===== config.mk =====
export PLATFORM = sky130hd
export DESIGN_NAME = dip_line_win3_ctrl
export DESIGN_NICKNAME = d
export VERILOG_FILES = /design/src/rtl/dip_lb_pkg.sv /design/src/rtl/dip_raster_cnt.sv /design/src/rtl/dip_line_win3_ctrl.sv
export SDC_FILE = /design/constraint.sdc
export NUM_CORES = 1
export LEC_CHECK = 0
export CORE_UTILIZATION = 35
export CTS_CLUSTER_SIZE = 14
export DETAILED_ROUTE_END_ITERATION = 8
export GPL_TIMING_DRIVEN = 0
export PLACE_DENSITY = 0.64
export SLEW_MARGIN = 10
export SYNTH_ARGS = -nofsm -noshare
export SYNTH_HDL_FRONTEND = slang
export SYNTH_SLANG_ARGS = --single-unit

===== constraint.sdc =====
create_clock -name clk -period 6.55 [get_ports clk]
set_input_delay 1.965 -clock clk [delete_from_list [all_inputs] [get_ports clk]]
set_output_delay 1.965 -clock clk [all_outputs]
set_load 0.02 [all_outputs]

===== src/rtl/dip_lb_pkg.sv =====
// rtl/dip_lb_pkg.sv - shared types and constants for the DIP line-window blocks
package dip_lb_pkg;

    typedef enum logic [1:0] {
        ST_IDLE = 2'd0,
        ST_FILL = 2'd1,
        ST_RUN  = 2'd2,
        ST_DONE = 2'd3
    } lb_state_e;

    // Control bits that travel with a pixel through the read/write pipeline
    typedef struct packed {
        logic vld;
        logic emit;
        logic eol;
        logic eof;
    } stage_ctl_t;

    localparam int LB_LATENCY = 1;
    localparam int WIN_ROWS   = 3;
    localparam int FILL_ROWS  = WIN_ROWS - 1;

endpackage


===== src/rtl/dip_raster_cnt.sv =====
// rtl/dip_raster_cnt.sv - raster column/row position tracker with line/frame end flags
module dip_raster_cnt #(
    parameter int IMG_W = 640,
    parameter int IMG_H = 480,
    parameter int AW    = 10,
    parameter int RW    = 9
) (
    input  logic          clk,
    input  logic          rst,
    input  logic          sof_i,
    input  logic          adv_i,
    output logic [AW-1:0] col_o,
    output logic [RW-1:0] row_o,
    output logic          eol_o,
    output logic          eof_o
);

    logic [AW-1:0] col_q, col_d;
    logic [RW-1:0] row_q, row_d;

    // Outputs give the position of the pixel being presented; sof forces origin
    always_comb begin
        col_o = sof_i ? '0 : col_q;
        row_o = sof_i ? '0 : row_q;
        eol_o = (col_o == AW'(IMG_W - 1));
        eof_o = eol_o && (row_o == RW'(IMG_H - 1));
        col_d = col_q;
        row_d = row_q;
        if (adv_i) begin
            if (eof_o) begin
                col_d = '0;
                row_d = '0;
            end else if (eol_o) begin
                col_d = '0;
                row_d = row_o + 1'b1;
            end else begin
                col_d = col_o + 1'b1;
                row_d = row_o;
            end
        end
    end

    always_ff @(posedge clk) begin
        if (rst) begin
            col_q <= '0;
            row_q <= '0;
        end else begin
            col_q <= col_d;
            row_q <= row_d;
        end
    end

endmodule


===== src/rtl/dip_line_win3_ctrl.sv =====
// rtl/dip_line_win3_ctrl.sv - drives two line buffers as a 2-line delay, emits 3-row columns
module dip_line_win3_ctrl
    import dip_lb_pkg::*;
#(
    parameter int IMG_W = 640,
    parameter int IMG_H = 480,
    parameter int DW    = 8,
    parameter int AW    = 10
) (
    input  logic          clk,
    input  logic          rst,
    input  logic          in_valid,
    input  logic          in_sof,
    input  logic [DW-1:0] in_data,
    output logic [AW-1:0] lb0_addr,
    output logic          lb0_wr_en,
    output logic          lb0_rd_en,
    output logic [DW-1:0] lb0_wdata,
    input  logic [DW-1:0] lb0_rdata,
    output logic [AW-1:0] lb1_addr,
    output logic          lb1_wr_en,
    output logic          lb1_rd_en,
    output logic [DW-1:0] lb1_wdata,
    input  logic [DW-1:0] lb1_rdata,
    output logic          out_valid,
    output logic [DW-1:0] out_top,
    output logic [DW-1:0] out_mid,
    output logic [DW-1:0] out_bot,
    output logic [AW-1:0] out_col,
    output logic          out_eol,
    output logic          out_eof,
    output logic          ovf_err
);

    localparam int RW = (IMG_H > 1) ? $clog2(IMG_H) : 1;

    lb_state_e     state_q, state_d;
    logic          sof_v;
    logic          acc;
    logic          ovf_d, ovf_q;
    logic [AW-1:0] pos_col;
    logic [RW-1:0] pos_row;
    logic          pos_eol, pos_eof;

    stage_ctl_t    s0_ctl, s1_q, s2_q;
    logic [AW-1:0] s1_col_q, s2_col_q, col_out_q;
    logic [DW-1:0] s1_bot_q, s2_bot_q, s2_mid_q;
    logic [DW-1:0] top_q, mid_q, bot_q;
    logic          vld_q, eol_q, eof_q;

    assign sof_v = in_valid && in_sof && !rst;

    dip_raster_cnt #(
        .IMG_W (IMG_W),
        .IMG_H (IMG_H),
        .AW    (AW),
        .RW    (RW)
    ) u_cnt (
        .clk   (clk),
        .rst   (rst),
        .sof_i (sof_v),
        .adv_i (acc),
        .col_o (pos_col),
        .row_o (pos_row),
        .eol_o (pos_eol),
        .eof_o (pos_eof)
    );

    always_comb begin
        state_d = state_q;
        acc     = 1'b0;
        ovf_d   = 1'b0;
        if (!rst && in_valid) begin
            if (in_sof) begin
                acc     = 1'b1;
                state_d = ST_FILL;
            end else begin
                case (state_q)
                    ST_FILL: begin
                        acc = 1'b1;
                        if (pos_eol && pos_row == RW'(FILL_ROWS - 1)) state_d = ST_RUN;
                    end
                    ST_RUN: begin
                        acc = 1'b1;
                        if (pos_eof) state_d = ST_DONE;
                    end
                    ST_DONE: ovf_d = 1'b1;
                    default: ;
                endcase
            end
        end
    end

    always_comb begin
        s0_ctl      = '0;
        s0_ctl.vld  = acc;
        s0_ctl.emit = acc && !in_sof && (state_q == ST_RUN);
        s0_ctl.eol  = pos_eol;
        s0_ctl.eof  = pos_eof;
    end

    // Idle stages keep their address but never write; s1_col_q is the last stage-0 column
    assign lb0_addr  = acc ? pos_col : s1_col_q;
    assign lb0_wr_en = acc;
    assign lb0_rd_en = !rst;
    assign lb0_wdata = acc ? in_data : '0;

    assign lb1_addr  = s1_col_q;
    assign lb1_wr_en = s1_q.vld;
    assign lb1_rd_en = !rst;
    assign lb1_wdata = s1_q.vld ? lb0_rdata : '0;

    always_ff @(posedge clk) begin
        if (rst) begin
            state_q   <= ST_IDLE;
            ovf_q     <= 1'b0;
            s1_q      <= '0;
            s2_q      <= '0;
            s1_col_q  <= '0;
            s2_col_q  <= '0;
            s1_bot_q  <= '0;
            s2_bot_q  <= '0;
            s2_mid_q  <= '0;
            top_q     <= '0;
            mid_q     <= '0;
            bot_q     <= '0;
            col_out_q <= '0;
            vld_q     <= 1'b0;
            eol_q     <= 1'b0;
            eof_q     <= 1'b0;
        end else begin
            state_q <= state_d;
            ovf_q   <= ovf_d;
            s1_q    <= s0_ctl;
            s2_q    <= s1_q;
            if (acc) begin
                s1_col_q <= pos_col;
                s1_bot_q <= in_data;
            end
            if (s1_q.vld) begin
                s2_col_q <= s1_col_q;
                s2_bot_q <= s1_bot_q;
                s2_mid_q <= lb0_rdata;
            end
            // lb1_rdata is valid in the cycle after stage 1, aligned with stage 2
            if (s2_q.vld) begin
                top_q     <= lb1_rdata;
                mid_q     <= s2_mid_q;
                bot_q     <= s2_bot_q;
                col_out_q <= s2_col_q;
            end
            vld_q <= s2_q.vld && s2_q.emit;
            eol_q <= s2_q.vld && s2_q.emit && s2_q.eol;
            eof_q <= s2_q.vld && s2_q.emit && s2_q.eof;
        end
    end

    assign out_valid = vld_q;
    assign out_top   = top_q;
    assign out_mid   = mid_q;
    assign out_bot   = bot_q;
    assign out_col   = col_out_q;
    assign out_eol   = eol_q;
    assign out_eof   = eof_q;
    assign ovf_err   = ovf_q;

endmodule


### Word level (Yosys, flattened, before mapping)

Cells that the tools add are included.

| storage, ports and cells | value |
|---|---|
| register bits after elaboration | 111 |
| bits of input ports | 28 |
| output and inout bits | 78 |
| logic and storage cells | 68 |

| operators by class | value |
|---|---|
| $add $sub $neg | 2 |
| equal/unequal tests | 8 |
| mux-type cells | 17 |
| bitwise logic cells | 1 |
| reductions and logical operators | 16 |

Operators by type and width:

| kind | count |
|---|---|
| $mux W10 | 4 |
| $mux W9 | 3 |
| $mux W8 | 2 |
| $add A10 B1 Y10 const B | 1 |
| $eq A10 B10 Y1 const B | 1 |
| $logic_and A1 B1 Y1 | 10 |
| $add A9 B1 Y9 const B | 1 |
| $eq A9 B1 Y1 const B | 1 |
| $eq A9 B9 Y1 const B | 1 |
| $mux W2 | 3 |
| $ne A3 B3 Y1 const B | 2 |
| $eq A2 B2 Y1 const B | 2 |
| $mux W1 | 4 |
| $pmux W2 S2 | 1 |
| $reduce_and A4 Y1 | 1 |
| $reduce_bool A3 Y1 | 1 |
| $reduce_or A3 Y1 | 1 |
| $eq A2 B1 Y1 const B | 1 |
| $logic_not A1 Y1 | 2 |
| $reduce_or A2 Y1 | 1 |
| $not A1 Y1 | 1 |

### Logic depth before layout (Yosys ltp)

Gate-level depths: netlist (run 1).

| logic depth | value |
|---|---|
| depth in word-level cells | 8 |
| depth in mapped cells | 11 |

### Hierarchy

A second synthesis (run 1) with hierarchy kept.

| second synthesis, totals | value |
|---|---|
| cell total of the unflattened synthesis | 484 |
| area total of the unflattened synthesis | 4653.2 um^2 |

Modules (own cells, without submodules):

| module | instances | cells an instance | area an instance (um^2) |
|---|---|---|---|
| dip_line_win3_ctrl | 1 | 319 | 3383.2 |
| dip_raster_cnt | 1 | 165 | 1270.0 |

### Worst setup path before layout (run 1)

No wires, ideal clock.

| path | value |
|---|---|
| path kind | input -> output |
| from | input port rst |
| to | output port lb0_wdata[0] |
| arrival | 3473 ps |
| data required time | 4585 ps |
| setup slack | 1112 ps |
| stages on the path | 8 |
| path through | buf_4 > nor2b_1 > o21ai_1 > inv_1 > clkbuf_1 > clkbuf_1 > nand2_1 > inv_1 |

| on the way | value |
|---|---|
| cells in the longest elaborated chain, start to end | 4 |

RTL lines:

| what | RTL line | source |
|---|---|---|
| start, declared | dip_line_win3_ctrl.sv:11 | `input logic rst,` |
| $logic_not A1 Y1 | dip_line_win3_ctrl.sv:73 | `if (!rst && in_valid) begin` |
| $logic_and A1 B1 Y1 | dip_line_win3_ctrl.sv:73 |  |
| $mux W1 | dip_line_win3_ctrl.sv:73 |  |
| net lb0_wr_en | dip_line_win3_ctrl.sv:16 | `output logic lb0_wr_en,` |
| $mux W8 | dip_line_win3_ctrl.sv:106 | `assign lb0_wdata = acc ? in_data : '0;` |
| end, declared | dip_line_win3_ctrl.sv:18 | `output logic [DW-1:0] lb0_wdata,` |

The timed path passes the listed nets, and every way through them passes these cells.

### Final worst setup path (run 1)

| path | value |
|---|---|
| from | input port in_valid |
| to | output port lb0_wdata[1] |

| on the way | value |
|---|---|
| cells in the longest elaborated chain, start to end | 3 |

RTL lines:

| what | RTL line | source |
|---|---|---|
| start, declared | dip_line_win3_ctrl.sv:12 | `input logic in_valid,` |
| $logic_and A1 B1 Y1 | dip_line_win3_ctrl.sv:73 |  |
| $mux W1 | dip_line_win3_ctrl.sv:73 |  |
| $mux W8 | dip_line_win3_ctrl.sv:106 |  |

No other way between the ends.

==> run_results.csv, run 1 <==
group,metric,value,unit
clock_network,numCtsBuffers,9,
synth,ys.warnings.count,0,
route,wl,11500,um
finish,fillers,1189,
sta,period_minus_slack,6.39,ns
sta,fin_setup_tns,0,ns
synth,yosys.area.top_type,"dfxtp_1",
placed_design,port_buffers,104,
route,drt_iter0_drc,249,
route,top_layer_used,"met4",
sta,slew_headroom,0.390,
finish,final_area,6060,sq um
finish,n_antenna_cell,0,
global_routing,grt_use_total,0.177,
worst_setup_path,cpLargestDelayFamily,"buffers and inverters",
placed_design,dp_slack,-0.279,ns
pwr,p_comb_frac,0.076,
sta,rsz0062_at_grt,"no",
job,maxCapViolCount,0,
worst_setup_path,r2r_setup_slack,4.04,ns
worst_setup_path,rr_worst_depth,8,
global_routing,antenna_found_initial,0,
global_routing,grt_pass1_vias,3650,
pwr,switchingPower,0.303,mW
worst_setup_path,crit_end,"lb0_wdata[1]",
worst_setup_path,crit_path_max_incr_delay,0.60,ns
clock_network,numClockSinks,111,
worst_setup_path,crit_fanout,11,
worst_setup_path,cp.required,4.59,ns
placed_design,gp_congestion,0.828,
die,num_rows,41,
die,dieArea,13300,sq um
synth,synth_ff_type,"dfxtp_1",
finish,syn2layout_area_growth,34.9,%
sta,fmax,156,MHz
clock_network,clock_path_buffers,2,
placed_design,dp.cells,777,
status,run_status,"complete, no violations",
global_routing,grt_pass1_wl,18100,um
synth,synth_area_per_cell,8.97,sq um
route,drc,0,
route,viasPerCell,4.92,
synth,synth_area_leaders,"dfxtp_1 (49%), mux2i_1 (12%), nor2_1 (6.7%)",
placed_design,placedInstanceArea,5750,sq um
pwr,powerDensity,226,nW/um^2
min_path,min_path_cells,1,
pwr,power_frac_seq,0.502,
worst_setup_path,critPathLaunchType,"input port",
synth,async_flop_share,0,
route,route.met3.wl,558,um
sta,setup_viol,0,
global_routing,grt-ovfl-total,0,
route,routedWlPerCell,14.5,um
die,die_w,115,um
die,num_io_pins,106,
pwr,clkPwrFrac,0.422,
worst_setup_path,rr_startpoint,"state_q[0]",
clock_network,clkSlewWorstSetupHoldPaths,0.07,ns
worst_setup_path,crit_type,"input port to output pin",
global_routing,grt_max_degree,18,
worst_setup_path,cp.depth,8,
clock_network,clock_latency,0.35,ns
clock_network,h-tree-depth,3,
die,initial_core_util,0.357,
pwr,leakage,2.15,nW
pwr,switching_share,0.222,
clock_network,cts_root_buf,"clkbuf_16",
die,fp.coreArea,12600,sq um
finish,final_cells,792,
synth,synth_cells,501,
synth,ys_seq_area_frac,0.495,
worst_setup_path,r2r_end,"s1_bot_q[5]",
route,wl_met1,5230,um
pwr,vdd_drop_max,0.000143,V
synth,synth_top_cell_area_share,0.495,
die,die_y,115,um
synth,ys_seq_elements,111,
worst_setup_path,crit_chain,"clkdlybuf4s50_1 > nor2b_1 > o21ai_1 > inv_2 > clkbuf_2 > nand2_1 > inv_1 > clkdlybuf4s50_1",
sta,hold_violations,0,
synth,synth_cell_type_count,50,
sta,layout_worst_path_cycle_share,0.976,
worst_setup_path,critPathCaptureType,"output pin",
clock_network,cts_tree,"built",
synth,syn_nets,534,
worst_setup_path,slowest_stage,"clkdlybuf4s50_1",
synth,synth_area,4490,sq um
pwr,p_int,1.07,mW
placed_design,hpwlAfterDp,8620,um
sta,layout_setup_ws,0.157,ns
pwr,finalPower,1.37,mW
worst_setup_path,crit_path_start,"in_valid",
worst_setup_path,crit_path_frequent_cell,"clkdlybuf4s50_1",
sta,drv_slew,0,
route,dr.pass1.iters,7,
finish,nets,648,
min_path,worstHoldPathType,"flip-flop to flip-flop",
worst_setup_path,crit_buf_inv,5,
synth,synth_edf_count,0,
sta,finClkSkew,0.00694,ns
min_path,min_from,"s2_q[1]",
sta,tightest_slew,0.908,ns
route,ant_nets,0,
worst_setup_path,crit_arrival,4.43,ns
route,num_vias,3893,
route,wl_met2,5540,um
finish,drive_above_1_share,0.0484,
-- area by class of cell --
cell class	count	area, sq um	share of cell area
clock buffer	12	236	0.0390
timing repair buffer	104	1040	0.172
clock inverter	4	77.6	0.0128
buffer	32	145	0.0240
inverter	20	75.1	0.0124
multi-input combinational	337	2050	0.338
sequential	111	2220	0.367
tap	172	215	0.0355
-- cells by family after synthesis --
group | after synthesis | share of synthesized area
XOR/XNOR | 3 | 0.00585
buffers and inverters | 53 | 0.0496
flip-flops | 111 | 0.495
AO/OA/AOI/OAI | 69 | 0.0939
AND/OR/NAND/NOR | 208 | 0.226
adder cells (fa/ha/maj) | 5 | 0.0139
multiplexers | 52 | 0.116
-- per-layer routing --
metal  up-vias  track usage
met5         -            0
met4         0       0.0719
met3        12       0.0316
met2       107        0.304
met1      1844        0.219
li1       1930            -
-- timing repair --
item,CTS,global route
endpoints found under the setup margin,9,8
cloned,0,0
gates resized for setup,1,1
hold buffers,0,0
buffers inserted,0,0
-- worst min path at each step --
stage,slack [ns],to
final,0.44,out_eol
after global routing,0.46,s2_q[1]
after CTS,0.45,out_eol
after detailed placement,0.43,out_eol
after global placement,0.42,out_eof
after floorplan,0.41,out_eof
-- state kept, by name, summed over array words and instances (netlist names), 9 cells and up --
name / flops
u_cnt.row_q: 9
u_cnt.col_q: 10
out_col: 10
lb1_addr: 10
s2_col_q: 10
-- power by group through the flow --
stage | logic [mW] | clock network, mW | registers (mW)
finish | 0.104 | 0.578 | 0.687
global route | 0.113 | 0.620 | 0.687
CTS | 0.105 | 0.590 | 0.687
detailed placement | 0.104 | 0 | 0.702
global placement | 0.102 | 0 | 0.702
floorplan | 0.0555 | 0 | 0.704
-- cells in the mapped netlist (all sizes together), types with 2 or more instances --
| master | number |
|---|---|
| inv | 19 |
| a211o | 2 |
| nor4 | 6 |
| mux2i | 52 |
| a22oi | 2 |
| nor2b | 5 |
| nor4b | 2 |
| dfxtp | 111 |
| nand3 | 12 |
| clkbuf | 18 |
| nand2b | 2 |
| o31ai | 2 |
| a41oi | 2 |
| o22ai | 2 |
| nor3 | 6 |
| buf | 15 |
| or3 | 2 |
| xnor2 | 3 |
| o21ai | 13 |
| nand3b | 2 |
| ha | 5 |
| a211oi | 2 |
| a31oi | 2 |
| or4 | 3 |
| nand4 | 5 |
| and2 | 24 |
| nor2 | 80 |
| and3 | 5 |
| a21oi | 38 |
| nand2 | 49 |
-- placed cells by master (no fill, tap or decap), types with 3 or more instances in the layout --
| cell | instances |
|---|---|
| dfxtp_1 | 111 |
| clkdlybuf4s50_1 | 104 |
| nor2_1 | 80 |
| mux2i_1 | 52 |
| nand2_1 | 49 |
| a21oi_1 | 38 |
| and2_1 | 24 |
| inv_1 | 18 |
| clkbuf_1 | 18 |
| nand3_1 | 12 |
| buf_1 | 11 |
| o21ai_0 | 10 |
| clkbuf_16 | 9 |
| nor2b_1 | 5 |
| and3_1 | 5 |
| nand4_1 | 5 |
| nor3_1 | 5 |
| ha_1 | 5 |
| o21ai_1 | 3 |
| nor4_1 | 3 |
| xnor2_1 | 3 |
-- worst register-to-register path, cell delays in order (launching register included) --
cell	delay, ns
dfxtp_1	0.38
inv_1	0.09
ha_1	0.31
inv_1	0.06
o21ai_1	0.42
clkbuf_1	0.47
clkbuf_1	0.44
nand2_1	0.11
a21oi_1	0.15
-- metrics by stage --
stage / util / hold slack [ns]
2_1_floorplan: - / 0.406
3_3_place_gp: 0.457 / 0.418
3_5_place_dp: 0.457 / 0.430
4_1_cts: 0.482 / 0.446
5_1_grt: 0.482 / 0.460
6_report: 0.482 / 0.437
Note: power is estimated with default switching activity, not from simulation.
==> run 2, diff against run 1 <==
Settings changed: CTS_CLUSTER_DIAMETER set to 120.
==> results of run 2 <==
No change in the layout: final DEF, timing and power equal those of run 1.
